--- src/rtl/triangle_scheduler_pkg.sv ---
// Shared types for the triangle scheduler and the rasterizer it feeds:
// vertex/triangle records, scheduler FSM states and the FP 1.0 constant.
package raster_pkg;

  localparam logic [31:0] FP_ONE = 32'h3f800000;

  typedef logic [2:0][31:0] vertex_t;

  typedef struct packed {
    vertex_t    p1;
    vertex_t    p2;
    vertex_t    p3;
    logic [3:0] color;
  } tri_t;

  typedef enum logic [1:0] {
    S_IDLE,
    S_ISSUE,
    S_ARMED,
    S_RUN
  } sched_state_e;

endpackage

--- src/rtl/triangle_scheduler_if.sv ---
// Valid/ready triangle stream from the vertex/transform stage into the scheduler.
interface triangle_scheduler_if;
  import raster_pkg::*;

  logic       in_valid;
  logic       in_ready;
  vertex_t    in_p1;
  vertex_t    in_p2;
  vertex_t    in_p3;
  logic [3:0] in_color;

  modport master (output in_valid, in_p1, in_p2, in_p3, in_color, input in_ready);
  modport slave  (input in_valid, in_p1, in_p2, in_p3, in_color, output in_ready);

endinterface

--- src/rtl/triangle_scheduler_tri_fifo.sv ---
// Synchronous FIFO of triangles; pointers carry one extra wrap bit so
// full/empty fall out of the pointer difference.
module tri_fifo
  import raster_pkg::*;
#(
  parameter int DEPTH = 4
) (
  input  logic                     clk,
  input  logic                     areset,
  input  logic                     push,
  input  tri_t                     din,
  input  logic                     pop,
  output tri_t                     dout,
  output logic                     full,
  output logic                     empty,
  output logic [$clog2(DEPTH):0]   count
);

  localparam int AW = $clog2(DEPTH);

  tri_t          r_mem [DEPTH];
  logic [AW:0]   r_wr_ptr;
  logic [AW:0]   r_rd_ptr;
  logic          w_push;
  logic          w_pop;

  assign count  = r_wr_ptr - r_rd_ptr;
  assign full   = (count == (AW+1)'(DEPTH));
  assign empty  = (count == '0);
  // A push is refused while full even if a pop happens in the same cycle.
  assign w_push = push && !full;
  assign w_pop  = pop && !empty;
  assign dout   = r_mem[r_rd_ptr[AW-1:0]];

  always_ff @(posedge clk or posedge areset) begin
    if (areset) begin
      r_wr_ptr <= '0;
      r_rd_ptr <= '0;
    end else begin
      if (w_push) r_wr_ptr <= r_wr_ptr + 1'b1;
      if (w_pop)  r_rd_ptr <= r_rd_ptr + 1'b1;
    end
  end

  always_ff @(posedge clk) begin
    if (w_push) r_mem[r_wr_ptr[AW-1:0]] <= din;
  end

endmodule

--- src/rtl/triangle_scheduler.sv ---
// Queues triangles and launches them one at a time on the rasterizer start/done
// handshake. Optional watchdog abort is built when SCHED_WATCHDOG_EN is defined.
module triangle_scheduler
  import raster_pkg::*;
#(
  parameter int DEPTH       = 4,
  parameter int WDOG_CYCLES = 1_000_000
) (
  input  logic                   clk,
  input  logic                   areset,
  triangle_scheduler_if.slave    s_in,
  input  logic                   frame_end,
  output logic                   ras_start,
  input  logic                   ras_done,
  output logic                   ras_reset,
  output vertex_t                ras_p1,
  output vertex_t                ras_p2,
  output vertex_t                ras_p3,
  output logic [3:0]             ras_color,
  output logic                   busy,
  output logic                   frame_done,
  output logic [15:0]            tri_count,
  output logic [7:0]             timeout_count
);

  sched_state_e               r_state;
  sched_state_e               w_state_nxt;
  tri_t                       w_din;
  tri_t                       w_head;
  tri_t                       r_op;
  logic                       w_full;
  logic                       w_empty;
  logic [$clog2(DEPTH):0]     w_count;
  logic                       w_pop;
  logic                       w_tri_done;
  logic                       w_expire;
  logic                       r_frame_pending;
  logic [15:0]                r_tri_count;

  assign w_din.p1    = s_in.in_p1;
  assign w_din.p2    = s_in.in_p2;
  assign w_din.p3    = s_in.in_p3;
  assign w_din.color = s_in.in_color;

  tri_fifo #(.DEPTH(DEPTH)) u_fifo (
    .clk   (clk),
    .areset(areset),
    .push  (s_in.in_valid),
    .din   (w_din),
    .pop   (w_pop),
    .dout  (w_head),
    .full  (w_full),
    .empty (w_empty),
    .count (w_count)
  );

  assign s_in.in_ready = !w_full;

  always_comb begin
    w_state_nxt = r_state;
    w_pop       = 1'b0;
    w_tri_done  = 1'b0;
    case (r_state)
      S_IDLE:  if (!w_empty && ras_done) begin
                 w_pop       = 1'b1;
                 w_state_nxt = S_ISSUE;
               end
      S_ISSUE: w_state_nxt = S_ARMED;
      S_ARMED: if (w_expire)       w_state_nxt = S_IDLE;
               else if (!ras_done) w_state_nxt = S_RUN;
      // Watchdog expiry wins over a done rise in the same cycle.
      S_RUN:   if (w_expire)       w_state_nxt = S_IDLE;
               else if (ras_done) begin
                 w_tri_done  = 1'b1;
                 w_state_nxt = S_IDLE;
               end
      default: w_state_nxt = S_IDLE;
    endcase
  end

  always_ff @(posedge clk or posedge areset) begin
    if (areset) begin
      r_state         <= S_IDLE;
      r_op            <= '0;
      r_tri_count     <= '0;
      r_frame_pending <= 1'b0;
    end else begin
      r_state <= w_state_nxt;
      if (w_pop)      r_op        <= w_head;
      if (w_tri_done) r_tri_count <= r_tri_count + 16'd1;
      if (frame_end)       r_frame_pending <= 1'b1;
      else if (frame_done) r_frame_pending <= 1'b0;
    end
  end

  assign ras_start  = (r_state == S_ISSUE);
  assign ras_p1     = r_op.p1;
  assign ras_p2     = r_op.p2;
  assign ras_p3     = r_op.p3;
  assign ras_color  = r_op.color;
  assign busy       = (r_state != S_IDLE) || (w_count != '0);
  assign frame_done = r_frame_pending && (r_state == S_IDLE) && w_empty && ras_done;
  assign tri_count  = r_tri_count;

`ifdef SCHED_WATCHDOG_EN
  localparam int WDW = $clog2(WDOG_CYCLES + 1);

  logic [WDW-1:0] r_wdog;
  logic [7:0]     r_timeouts;
  logic           w_in_flight;

  assign w_in_flight = (r_state == S_ARMED) || (r_state == S_RUN);
  // Counter is 0 in the first ARMED cycle, so expiry lands WDOG_CYCLES after ISSUE.
  assign w_expire    = w_in_flight && (r_wdog == WDW'(WDOG_CYCLES - 1));

  always_ff @(posedge clk or posedge areset) begin
    if (areset) begin
      r_wdog     <= '0;
      r_timeouts <= '0;
    end else begin
      if (r_state == S_ISSUE) r_wdog <= '0;
      else if (w_in_flight)   r_wdog <= r_wdog + 1'b1;
      if (w_expire && (r_timeouts != 8'hFF)) r_timeouts <= r_timeouts + 8'd1;
    end
  end

  assign ras_reset     = w_expire;
  assign timeout_count = r_timeouts;
`else
  assign w_expire      = 1'b0;
  assign ras_reset     = 1'b0;
  assign timeout_count = '0;
`endif

endmodule

--- src/flat_wrapper.sv ---
// flat-port wrapper written by rule: the top's interface ports become plain ports
module triangle_scheduler_flat import raster_pkg::*;
#(
  parameter int DEPTH       = 4,
  parameter int WDOG_CYCLES = 1_000_000
)
  (clk, areset, frame_end, ras_start, ras_done, ras_reset, ras_p1, ras_p2, ras_p3, ras_color, busy, frame_done, tri_count, timeout_count, s_in_in_valid, s_in_in_p1, s_in_in_p2, s_in_in_p3, s_in_in_color, s_in_in_ready);
  triangle_scheduler_if s_in_i ();
  input  logic clk;
  input  logic areset;
  input  logic frame_end;
  output logic ras_start;
  input  logic ras_done;
  output logic ras_reset;
  output vertex_t ras_p1;
  output vertex_t ras_p2;
  output vertex_t ras_p3;
  output logic [3:0] ras_color;
  output logic busy;
  output logic frame_done;
  output logic [15:0] tri_count;
  output logic [7:0] timeout_count;
  input wire logic [$bits(s_in_i.in_valid)-1:0] s_in_in_valid;
  input wire logic [$bits(s_in_i.in_p1)-1:0] s_in_in_p1;
  input wire logic [$bits(s_in_i.in_p2)-1:0] s_in_in_p2;
  input wire logic [$bits(s_in_i.in_p3)-1:0] s_in_in_p3;
  input wire logic [$bits(s_in_i.in_color)-1:0] s_in_in_color;
  output wire logic [$bits(s_in_i.in_ready)-1:0] s_in_in_ready;
  assign s_in_i.in_valid = s_in_in_valid;
  assign s_in_i.in_p1 = s_in_in_p1;
  assign s_in_i.in_p2 = s_in_in_p2;
  assign s_in_i.in_p3 = s_in_in_p3;
  assign s_in_i.in_color = s_in_in_color;
  assign s_in_in_ready = s_in_i.in_ready;
  triangle_scheduler #(.DEPTH(DEPTH), .WDOG_CYCLES(WDOG_CYCLES)) u_core (.clk(clk), .areset(areset), .s_in(s_in_i), .frame_end(frame_end), .ras_start(ras_start), .ras_done(ras_done), .ras_reset(ras_reset), .ras_p1(ras_p1), .ras_p2(ras_p2), .ras_p3(ras_p3), .ras_color(ras_color), .busy(busy), .frame_done(frame_done), .tri_count(tri_count), .timeout_count(timeout_count));
endmodule
--- config.mk ---
export PLATFORM = sky130hd
export DESIGN_NAME = triangle_scheduler_flat
export DESIGN_NICKNAME = d
export VERILOG_FILES = /design/src/rtl/triangle_scheduler_pkg.sv /design/src/rtl/triangle_scheduler_if.sv /design/src/rtl/triangle_scheduler_tri_fifo.sv /design/src/rtl/triangle_scheduler.sv /design/src/flat_wrapper.sv
export SDC_FILE = /design/constraint.sdc
export NUM_CORES = 2
export LEC_CHECK = 0
export CAP_MARGIN = 5
export CORE_ASPECT_RATIO = 1.4
export CORE_UTILIZATION = 40
export CTS_BUF_LIST = sky130_fd_sc_hd__clkbuf_4 sky130_fd_sc_hd__clkbuf_8
export CTS_CLUSTER_SIZE = 24
export DETAILED_ROUTE_END_ITERATION = 12
export GPL_TIMING_DRIVEN = 0
export REMOVE_ABC_BUFFERS = 1
export SETUP_SLACK_MARGIN = 0.4
export SLEW_MARGIN = 30
export SYNTH_ARGS = -nofsm -noshare
export SYNTH_HDL_FRONTEND = slang
export SYNTH_HIERARCHICAL = 1
export SYNTH_SLANG_ARGS = --single-unit
--- constraint.sdc ---
create_clock -name clk -period 13.3 [get_ports clk]
set_input_delay 1.33 -clock clk [delete_from_list [all_inputs] [get_ports clk]]
set_output_delay 1.33 -clock clk [all_outputs]
set_load 0.005 [all_outputs]
[Word-level counts from Yosys, hierarchy flattened]
Memories as Yosys holds them, arrays and structs flattened. A register that Yosys moved wholly into a read port is not among the register bits.
Cells that the tools add are included.
Storage, ports and cells
  RAM bits: 1168
  register bits: 25
  input bits: 297
  memories: 1
  word-level logic and storage cells: 44
Cells by class
  multiplexer cells: 12
  reductions and logical operators: 15
  equality and inequality tests: 7
  add/subtract/negate cells: 4
Memory list
  u_core.u_fifo.r_mem: words 4, width 292, rd ports 1, clocked after memory_dff 1, write ports 1, RTL line triangle_scheduler_tri_fifo.sv:21  | tri_t r_mem [DEPTH];
Operators with widths (number)
  16-bit by 1-bit adder with 16-bit output (second input constant): 1
  1-bit 2-to-1 mux: 8
  2-bit one-hot mux with 4 select lines: 1
  3-bit by 1-bit adder with 3-bit output (second input constant): 2
  1-bit logical AND: 6
  2-bit 2-to-1 mux: 3
  2-bit == test (second input constant): 2
  2-bit inequality test (second input constant): 2
  2-bit nonzero test: 2
  3-bit == test (second input constant): 1
  3-bit zero test: 1
  3-bit AND reduction: 1
  3-bit nonzero test: 1
  3-bit subtractor: 1
  2-bit by 1-bit == test with 1-bit output (second input constant): 1
  1-bit zero test: 2
  2-bit zero test: 1
  2-bit by 1-bit inequality test with 1-bit output (second input constant): 1
  1-bit logical OR: 1

[Longest topological paths before layout]
  word-level depth: 7
  mapped depth: 12

[Modules after synthesis]
Netlist, hierarchy kept.
Modules (own cells, without submodules)
  tri_fifo: times used 1, area each 42426.9 µm², cells each 1569
  triangle_scheduler: times used 1, area each 12264.3 µm², cells each 1329

[Worst setup path after synthesis]
Ideal clock, no wire load.
  kind: reg-to-reg
  start: register u_core.u_fifo.r_wr_ptr[0]
  end: memory u_core/u_fifo/r_mem[1][0] (netlist bit), enable pin
  cell stages (with the launch flop): 7
  slack: 4.212 ns
  setup time: 0.694 ns
  data arrival time: 8.394 ns
  required time: 12.606 ns
  cell sequence: dfrtp_1 > inv_1 > ha_1 > fa_1 > xor3_2 > nand3_1 > and3_1
On the way
  longest elaborated chain between the ends: 6
Ends and longest elaborated chain
  start: declaration: RTL line triangle_scheduler_tri_fifo.sv:22  | logic [AW:0] r_wr_ptr;
  start signal: assignment: RTL line triangle_scheduler_tri_fifo.sv:40  | if (w_push) r_wr_ptr <= r_wr_ptr + 1'b1;
  3-bit subtractor: RTL line triangle_scheduler_tri_fifo.sv:27  | assign count = r_wr_ptr - r_rd_ptr;
  net u_core.w_count[2]: RTL line triangle_scheduler.sv:33  | logic [$clog2(DEPTH):0] w_count;
  3-bit == test: RTL line triangle_scheduler_tri_fifo.sv:28  | assign full = (count == (AW+1)'(DEPTH));
  1-bit zero test: RTL line triangle_scheduler_tri_fifo.sv:31  | assign w_push = push && !full;
  1-bit logical AND: RTL line triangle_scheduler_tri_fifo.sv:31
  1-bit 2-to-1 mux: RTL line triangle_scheduler_tri_fifo.sv:46  | if (w_push) r_mem[r_wr_ptr[AW-1:0]] <= din;
  1-bit 2-to-1 mux (not written as such): RTL line triangle_scheduler_tri_fifo.sv:46
  end: declaration: RTL line triangle_scheduler_tri_fifo.sv:21
The timed path passes the listed nets, and every way through them passes these cells.

[Worst setup path after layout]
  start: register u_core.u_fifo.r_rd_ptr[0]
  end: output port busy
On the way
  longest elaborated chain between the ends: 3
Ends and longest elaborated chain
  start: declaration: RTL line triangle_scheduler_tri_fifo.sv:23  | logic [AW:0] r_rd_ptr;
  start signal: assignment: RTL line triangle_scheduler_tri_fifo.sv:41  | if (w_pop) r_rd_ptr <= r_rd_ptr + 1'b1;
  3-bit subtractor: RTL line triangle_scheduler_tri_fifo.sv:27
  net u_core.w_count[2]: RTL line triangle_scheduler.sv:33
  3-bit nonzero test: RTL line triangle_scheduler.sv:101  | assign busy = (r_state != S_IDLE) || (w_count != '0);
  1-bit logical OR: RTL line triangle_scheduler.sv:101
  end: declaration: RTL line flat_wrapper.sv:19  | output logic busy;
The timed path passes the listed nets, and every way through them passes these cells.

==> out/metrics.csv <==
stage,metric,value,unit
floorplan,num_rows,160,
setup_path,critPathKind,reg -> out,
routing,drtPass1Iterations,5,
timing,finalSetupTns,0,ns
clocking,cts.sinks,1485,
global_route,grt_overflow,0,
placed_design,dp.cells,5231,
clocking,insertion_delay,0.95,ns
timing,finalHoldViolCount,0,
floorplan,io-pin-count,618,
floorplan,start_util,40.3,%
setup_path,max_stage_delay,0.67,ns
floorplan,core,136000,µm²
clocking,clkTransAtPathRegs,0.06,ns
flow_run,max-cap-violations,0,
power,power_frac_comb,31.1,%
placed_design,port-buffer-count,608,
timing,fmax,0.190,GHz
power,peakVddDrop,0.000126,V
setup_path,setup.worst_path.end,busy,
setup_path,cp_cell_sequence,"ha_1, fa_1, xor3_2, or4b_2, clkdlybuf4s50_1",
synth,ys.flop_type,edfxtp_1,
synth,syn-cell-area,54700,µm²
setup_path,crit_required,11.97,ns
clocking,cts_hold_buf,0,
final_layout,final_area,68700,µm²
synth,synth_simple_gate_area_share,6.43,%
timing,setup-violations-final,0,
clocking,cts-buffers-inserted,221,
synth,post-synth-top-count-cell,edfxtp_1,
setup_path,rrSetupSlack,8.42,ns
timing,slew_headroom,57.6,%
timing,rsz0062_at_grt,false,
setup_path,rr_worst_depth,11,
clocking,h-tree-depth,4,
setup_path,cpMaxStageDelayCell,dfrtp_4,
clocking,cts.repair.resized,0,
routing,antenna_left,0,
synth,synth.area.top_cells,"edfxtp_1 64%, dfrtp_1 15%, mux4_2 12%",
hold_path,hp-class,reg -> reg,
floorplan,die_w,315,µm
synth,synth_compound_area_share,0.0961,%
synth,synth_xor_area_share,0.350,%
global_route,grt_pass1_vias,29400,
synth,async_flop_share,21.3,%
setup_path,crit_fanout,21,
final_layout,drive_above_1_share,20.3,%
clocking,cts_tree,done,
final_layout,fin_cells,5670,
clocking,max-clock-path-buffers,3,
status,status,completed,
power,p_leak,25.1,nW
global_route,grtUsageTotal,18.9,%
synth,ys_ff_latch,1485,
placed_design,post-place-ws,8.47,ns
synth,netlist_instances,2898,
floorplan,die_area,138000,µm²
placed_design,place_congestion,0.753,
power,clkPwrFrac,25.1,%
final_layout,areaGrowthSynthToFinish,25.6,%
global_route,grt_max_degree,87,
synth,synth_edf_count,1168,
placed_design,place_area,63800,µm²
routing,drt_iter0_markers,1759,
power,power_frac_seq,43.8,%
timing,final.setup.worst_slack,8.04,ns
synth,synth_top_family_by_area,multiplexers,
setup_path,worstSetupStartpointType,flop,
power,p_int,11.0,mW
power,p_sw_share,29.6,%
routing,routedWlPerCell,22.9,µm
synth,muxShareOfSynthArea,12.2,%
synth,synth_warnings,6,
clocking,clockRootBuffer,clkbuf_8,
setup_path,reg2reg_from,u_core/u_fifo/r_rd_ptr[0],
final_layout,fin_nets,3982,
global_route,grt_pass1_wl,192,mm
global_route,antenna_found_initial,36,
setup_path,cp-end-kind,output port,
floorplan,die_h,440,µm
timing,fin_crit_sh,39.5,%
routing,drc_errors,0,
timing,tightest_slew,0.636,ns
timing,fin_worst_skew,0.0474,ns
synth,yosysTopAreaCellShare,64.1,%
routing,wl,130,mm
setup_path,r2r-end,u_core/u_fifo/r_rd_ptr[1],
synth,ys_seq_area_share,78.6,%
clocking,postCtsSetupRepairBufs,0,
power,power_density,228,nW/µm²
synth,yosys.area_share.adder,0.311,%
synth,avgSynthCellArea,18.9,µm²
power,p_switching,4.64,mW
synth,synth_area_leader_cell,edfxtp_1,
synth,synth.distinct_cells,38,
synth,synth_commonest_cells,"1168 x edfxtp_1, 885 x nand2_1, 317 x dfrtp_1",
timing,period_minus_slack,5.26,ns
placed_design,dpl.hpwl,81.4,mm
routing,avgViaCountPerCell,4.94,
routing,dr_total_vias,28000,
setup_path,critPathLaunch,u_core/u_fifo/r_rd_ptr[0],
setup_path,arrival,3.93,ns
timing,drv_slew,0,
final_layout,fin_util,50.6,%
[worst max-delay path, delay by kind of cell (launching register included)]
| kind | cells | cell delay, ns |
|---|---|---|
| adder cells (fa/ha/maj) | 2 | 0.71 |
| flip-flops | 1 | 0.67 |
| AND/OR/NAND/NOR | 1 | 0.63 |
| XOR/XNOR | 1 | 0.47 |
| buffers and inverters | 1 | 0.51 |
[layout make-up]
| class | instances | area (µm²) |
|---|---|---|
| multi-input cells | 1265 | 10600 |
| diodes | 17 | 42.5 |
| well taps | 1782 | 2230 |
| clock buffers | 352 | 4210 |
| clock inverters | 70 | 599 |
| repair buffers | 684 | 7890 |
| fillers | 11200 | 67000 |
| inverters | 15 | 76.3 |
| flip-flops and latches | 1485 | 43000 |
[worst min-delay path by stage]
stage	start	slack [ns]	cells after the start	endpoint
floorplan	u_core/tri_count[15]	0.47	1	u_core/tri_count[15]
detailed placement	u_core/ras_p2[40]	0.46	2	u_core/ras_p2[40]
global route	u_core/ras_p1[62]	0.48	2	u_core/ras_p1[62]
CTS	u_core/ras_p3[93]	0.48	2	u_core/ras_p3[93]
finish	u_core/ras_p3[29]	0.47	2	u_core/ras_p3[29]
global placement	u_core/ras_p3[72]	0.46	2	u_core/ras_p3[72]
[logic make-up after synthesis]
logic type      Yosys count
simple gates            916
mux                     298
xor+xnor                 20
other cells               1
compound gates            9
buf+inv                 156
flops                  1485
fa+ha+maj                13
[metrics by stage]
step,hold WS (ns),total power [mW]
6_report,0.470,15.7
5_1_grt,0.484,16.5
4_1_cts,0.476,16.0
3_5_place_dp,0.461,12.0
3_3_place_gp,0.456,13.4
2_1_floorplan,0.468,10.6
[registers in the layout, summed over array words and instances (netlist names)]
name,cells
u_core/u_fifo/r_mem,1168
u_core/ras_p1,96
u_core/ras_p2,96
u_core/ras_p3,96
u_core/tri_count,16
u_core/ras_color,4
u_core/u_fifo/r_rd_ptr,3
u_core/u_fifo/r_wr_ptr,3
u_core/r_state,2
u_core/r_frame_pending,1
[cell usage in the layout, fill, tap and decap left out, types with 2 or more instances in the layout]
| master | count |
|---|---|
| bufinv_16 | 8 |
| nand4_1 | 2 |
| edfxtp_1 | 1168 |
| dfrtp_1 | 315 |
| clkinv_1 | 27 |
| xnor2_1 | 14 |
| a21oi_1 | 4 |
| inv_12 | 3 |
| mux2_2 | 5 |
| clkinv_2 | 22 |
| ha_1 | 12 |
| inv_1 | 13 |
| clkinv_8 | 3 |
| clkdlybuf4s50_1 | 608 |
| conb_1 | 9 |
| buf_12 | 38 |
| clkbuf_8 | 250 |
| clkinvlp_4 | 3 |
| dfrtp_4 | 2 |
| mux4_2 | 292 |
| xor2_1 | 5 |
| buf_16 | 38 |
| inv_6 | 5 |
| or3_1 | 2 |
| nand3_1 | 7 |
| nor3_2 | 3 |
| and3_4 | 4 |
| diode_2 | 17 |
| clkbuf_4 | 102 |
| nand2_1 | 885 |
| and4_1 | 2 |
| nor2_1 | 4 |
| nor3_1 | 2 |
[power groups by stage]
stage | logic [mW] | registers, mW | clock network, mW
after floorplan | 3.03 | 7.55 | 0
after global placement | 5.37 | 8.04 | 0
after detailed placement | 5.00 | 6.98 | 0
after CTS | 5.02 | 6.89 | 4.07
after global routing | 5.29 | 7.00 | 4.26
final | 4.88 | 6.87 | 3.93
[routing by layer]
layer,vias up,wire length [µm],track usage [%],part of all wire (%)
li1,12500,-,-,-
met1,14500,50100,22.4,39
met2,760,66200,31.2,51
met3,244,9190,6.27,7.1
met4,36,3990,8.10,3.1
met5,-,234,0,0.18
Note: power is estimated with default switching activity, not from simulation.
==> edit (config.mk and constraints unchanged) <==
`DEPTH` is set to 4 in 3 places; all go to 2.
--- a/src/rtl/triangle_scheduler_tri_fifo.sv
+++ b/src/rtl/triangle_scheduler_tri_fifo.sv
@@ -4,5 +4,5 @@
   import raster_pkg::*;
 #(
-  parameter int DEPTH = 4
+  parameter int DEPTH = 2
 ) (
   input  logic                     clk,
--- a/src/rtl/triangle_scheduler.sv
+++ b/src/rtl/triangle_scheduler.sv
@@ -4,5 +4,5 @@
   import raster_pkg::*;
 #(
-  parameter int DEPTH       = 4,
+  parameter int DEPTH       = 2,
   parameter int WDOG_CYCLES = 1_000_000
 ) (
--- a/src/flat_wrapper.sv
+++ b/src/flat_wrapper.sv
@@ -2,5 +2,5 @@
 module triangle_scheduler_flat import raster_pkg::*;
 #(
-  parameter int DEPTH       = 4,
+  parameter int DEPTH       = 2,
   parameter int WDOG_CYCLES = 1_000_000
 )
Function: not settled (the Yosys comparison gave no result); the edit may change what the design does.
==> edit against the original RTL <==
- worst hold slack lost 1.3 ps
- clock power shrank 37%
- area after synthesis shrank 37%
- setup slack gained 1100 ps
- total power shrank 32%
- via count shrank 29%
- sequential cell count shrank 586
- clock skew shrank 17 ps
- critical path depth shrank 1
- final area shrank 34%
- routed wire length shrank 35%
- non-clock buffer count shrank 17
- combinational power shrank 23%
- largest cell class unchanged
- highest routed layer unchanged
==> edit: results (changes against the original RTL) <==
[pwr]
switching_share_pct = 29.7  ; +0.13 points
powerComb_uw = 3740  ; -23%
seq_power_share_pct = 41.5  ; -2.3 points
vdd_ir_drop_max_mv = 0.123  ; -2.1%
switching_power_uw = 3150  ; -32%
p_leak_uw = 0.0190  ; -24%

[layout]
final_cells = 4189  ; -26%
num-nets-final = 3278  ; -18%
layout-drive-gt1-share_pct = 19.4  ; -0.86 points
largest_reg_flops = 584  ; -50%

[outcome]
status = completed

[placed_design]
dp_hpwl_mm = 56.6  ; -31%
dp.cells = 3927  ; -25%
place_congestion = 0.788  ; +4.6%
dpl_cell_area_sq_um = 42700  ; -33%
pre_cts_ws_ps = 8910  ; +439 ps

[route]
drt-total-wl_mm = 83.8  ; -35%
drt-pass1-iter-count = 4  ; -1
drtIter0Drc = 1045  ; -41%
routed_via_density = 4.72  ; -4.5%

[yosys]
yosysSeqAreaShare_pct = 73.7  ; -5.0 points
synthTopCellsByCount = nand2_1 (885), edfxtp_1 (584), dfrtp_1 (315), mux2_4 (260), buf_6 (58)
synth.avg_cell_area_sq_um = 15.2  ; -19%
synth_edf_count = 584  ; -50%
synth_area_leaders = edfxtp_1 (51%), dfrtp_1 (23%), mux2_4 (11%), nand2_1 (9.6%), buf_6 (1.9%)
ys_types = 33  ; -13%
synth_largest_area_cell = edfxtp_1
postSynth.asyncResetShare_pct = 35.0  ; +14 points

[global_route]
grt_pass1_wl_mm = 126  ; -34%
grt_pass1_vias = 21000  ; -29%
antenna_found_initial = 17  ; -53%
grt_max_degree = 128  ; +47%
grt_use_total_pct = 19.1  ; +0.24 points

[critical_path]
arrival_ps = 2870  ; -1060 ps
cp_max_fo = 25  ; +19%
cp_top_family = flip-flops

[min_path]
min_from = u_core/ras_p3[32]

[timing]
period_share_pct = 31.6  ; -7.9 points
finClkSkew_ps = 30.6  ; -16.7 ps
tightest_slew_ps = 628  ; -7.98 ps

[clocking]
clk-insertion-delay-late_ps = 800  ; -150 ps

edit: cell types whose count changed in the layout (fill, tap and decap cells not counted), moves of 7 or more:
cell,change
buf_12,-31
buf_16,+13
clkbuf_4,-56
clkbuf_8,-92
clkinv_1,-12
clkinv_2,-7
diode_2,-8
edfxtp_1,-584
mux2_2,+29
mux2_4,+259
mux4_2,-292
edit: final cells by class:
type,count,area [sq um]
flip-flops and latches,899,25400
well taps,1096,1370
clock buffers,204,2520
clock inverters,49,462
inverters,9,53.8
repair buffers,667,7640
fillers,7070,39800
diodes,9,22.5
multi-input cells,1256,8160
edit: final timing paths:
check                                            end  slack [ps]  cells past startpoint
min in group asynchronous  u_core/u_fifo/r_wr_ptr[0]         880                      2
max in group asynchronous          u_core/ras_p3[62]       11240                      4
hold reg to reg                    u_core/ras_p3[32]         470                      2
setup reg to reg           u_core/u_fifo/r_rd_ptr[0]        9720                      8
hold / removal                     u_core/ras_p3[32]         470                      2
setup / recovery                          frame_done        9100                      4
edit: layer usage:
metal | up-vias | track usage, % | part of all wire (%)
li1 | 9182 | - | -
met3 | 178 | 6.98 | 7.6
met1 | 9782 | 21.4 | 38
met2 | 607 | 32.3 | 51
met5 | - | 0 | 0.15
met4 | 18 | 8.85 | 3.3
edit: cell families after synthesis:
| kind of cell | after synthesis | synth area share [%] |
|---|---|---|
| and+or+nand+nor | 917 | 10.2 |
| buffers and inverters | 117 | 2.84 |
| AOI/OAI and AO/OA | 9 | 0.152 |
| DFF | 899 | 73.7 |
| muxes | 295 | 12.5 |
| adders and majority gates | 7 | 0.254 |
| other | 1 | 0.0109 |
| xor gates and xnor gates | 19 | 0.482 |
edit: worst min-delay path: cells and delay by family (launching register included):
family / cells / cell delay [ps]
flip-flops: 1 / 330
AND/OR/NAND/NOR: 2 / 100
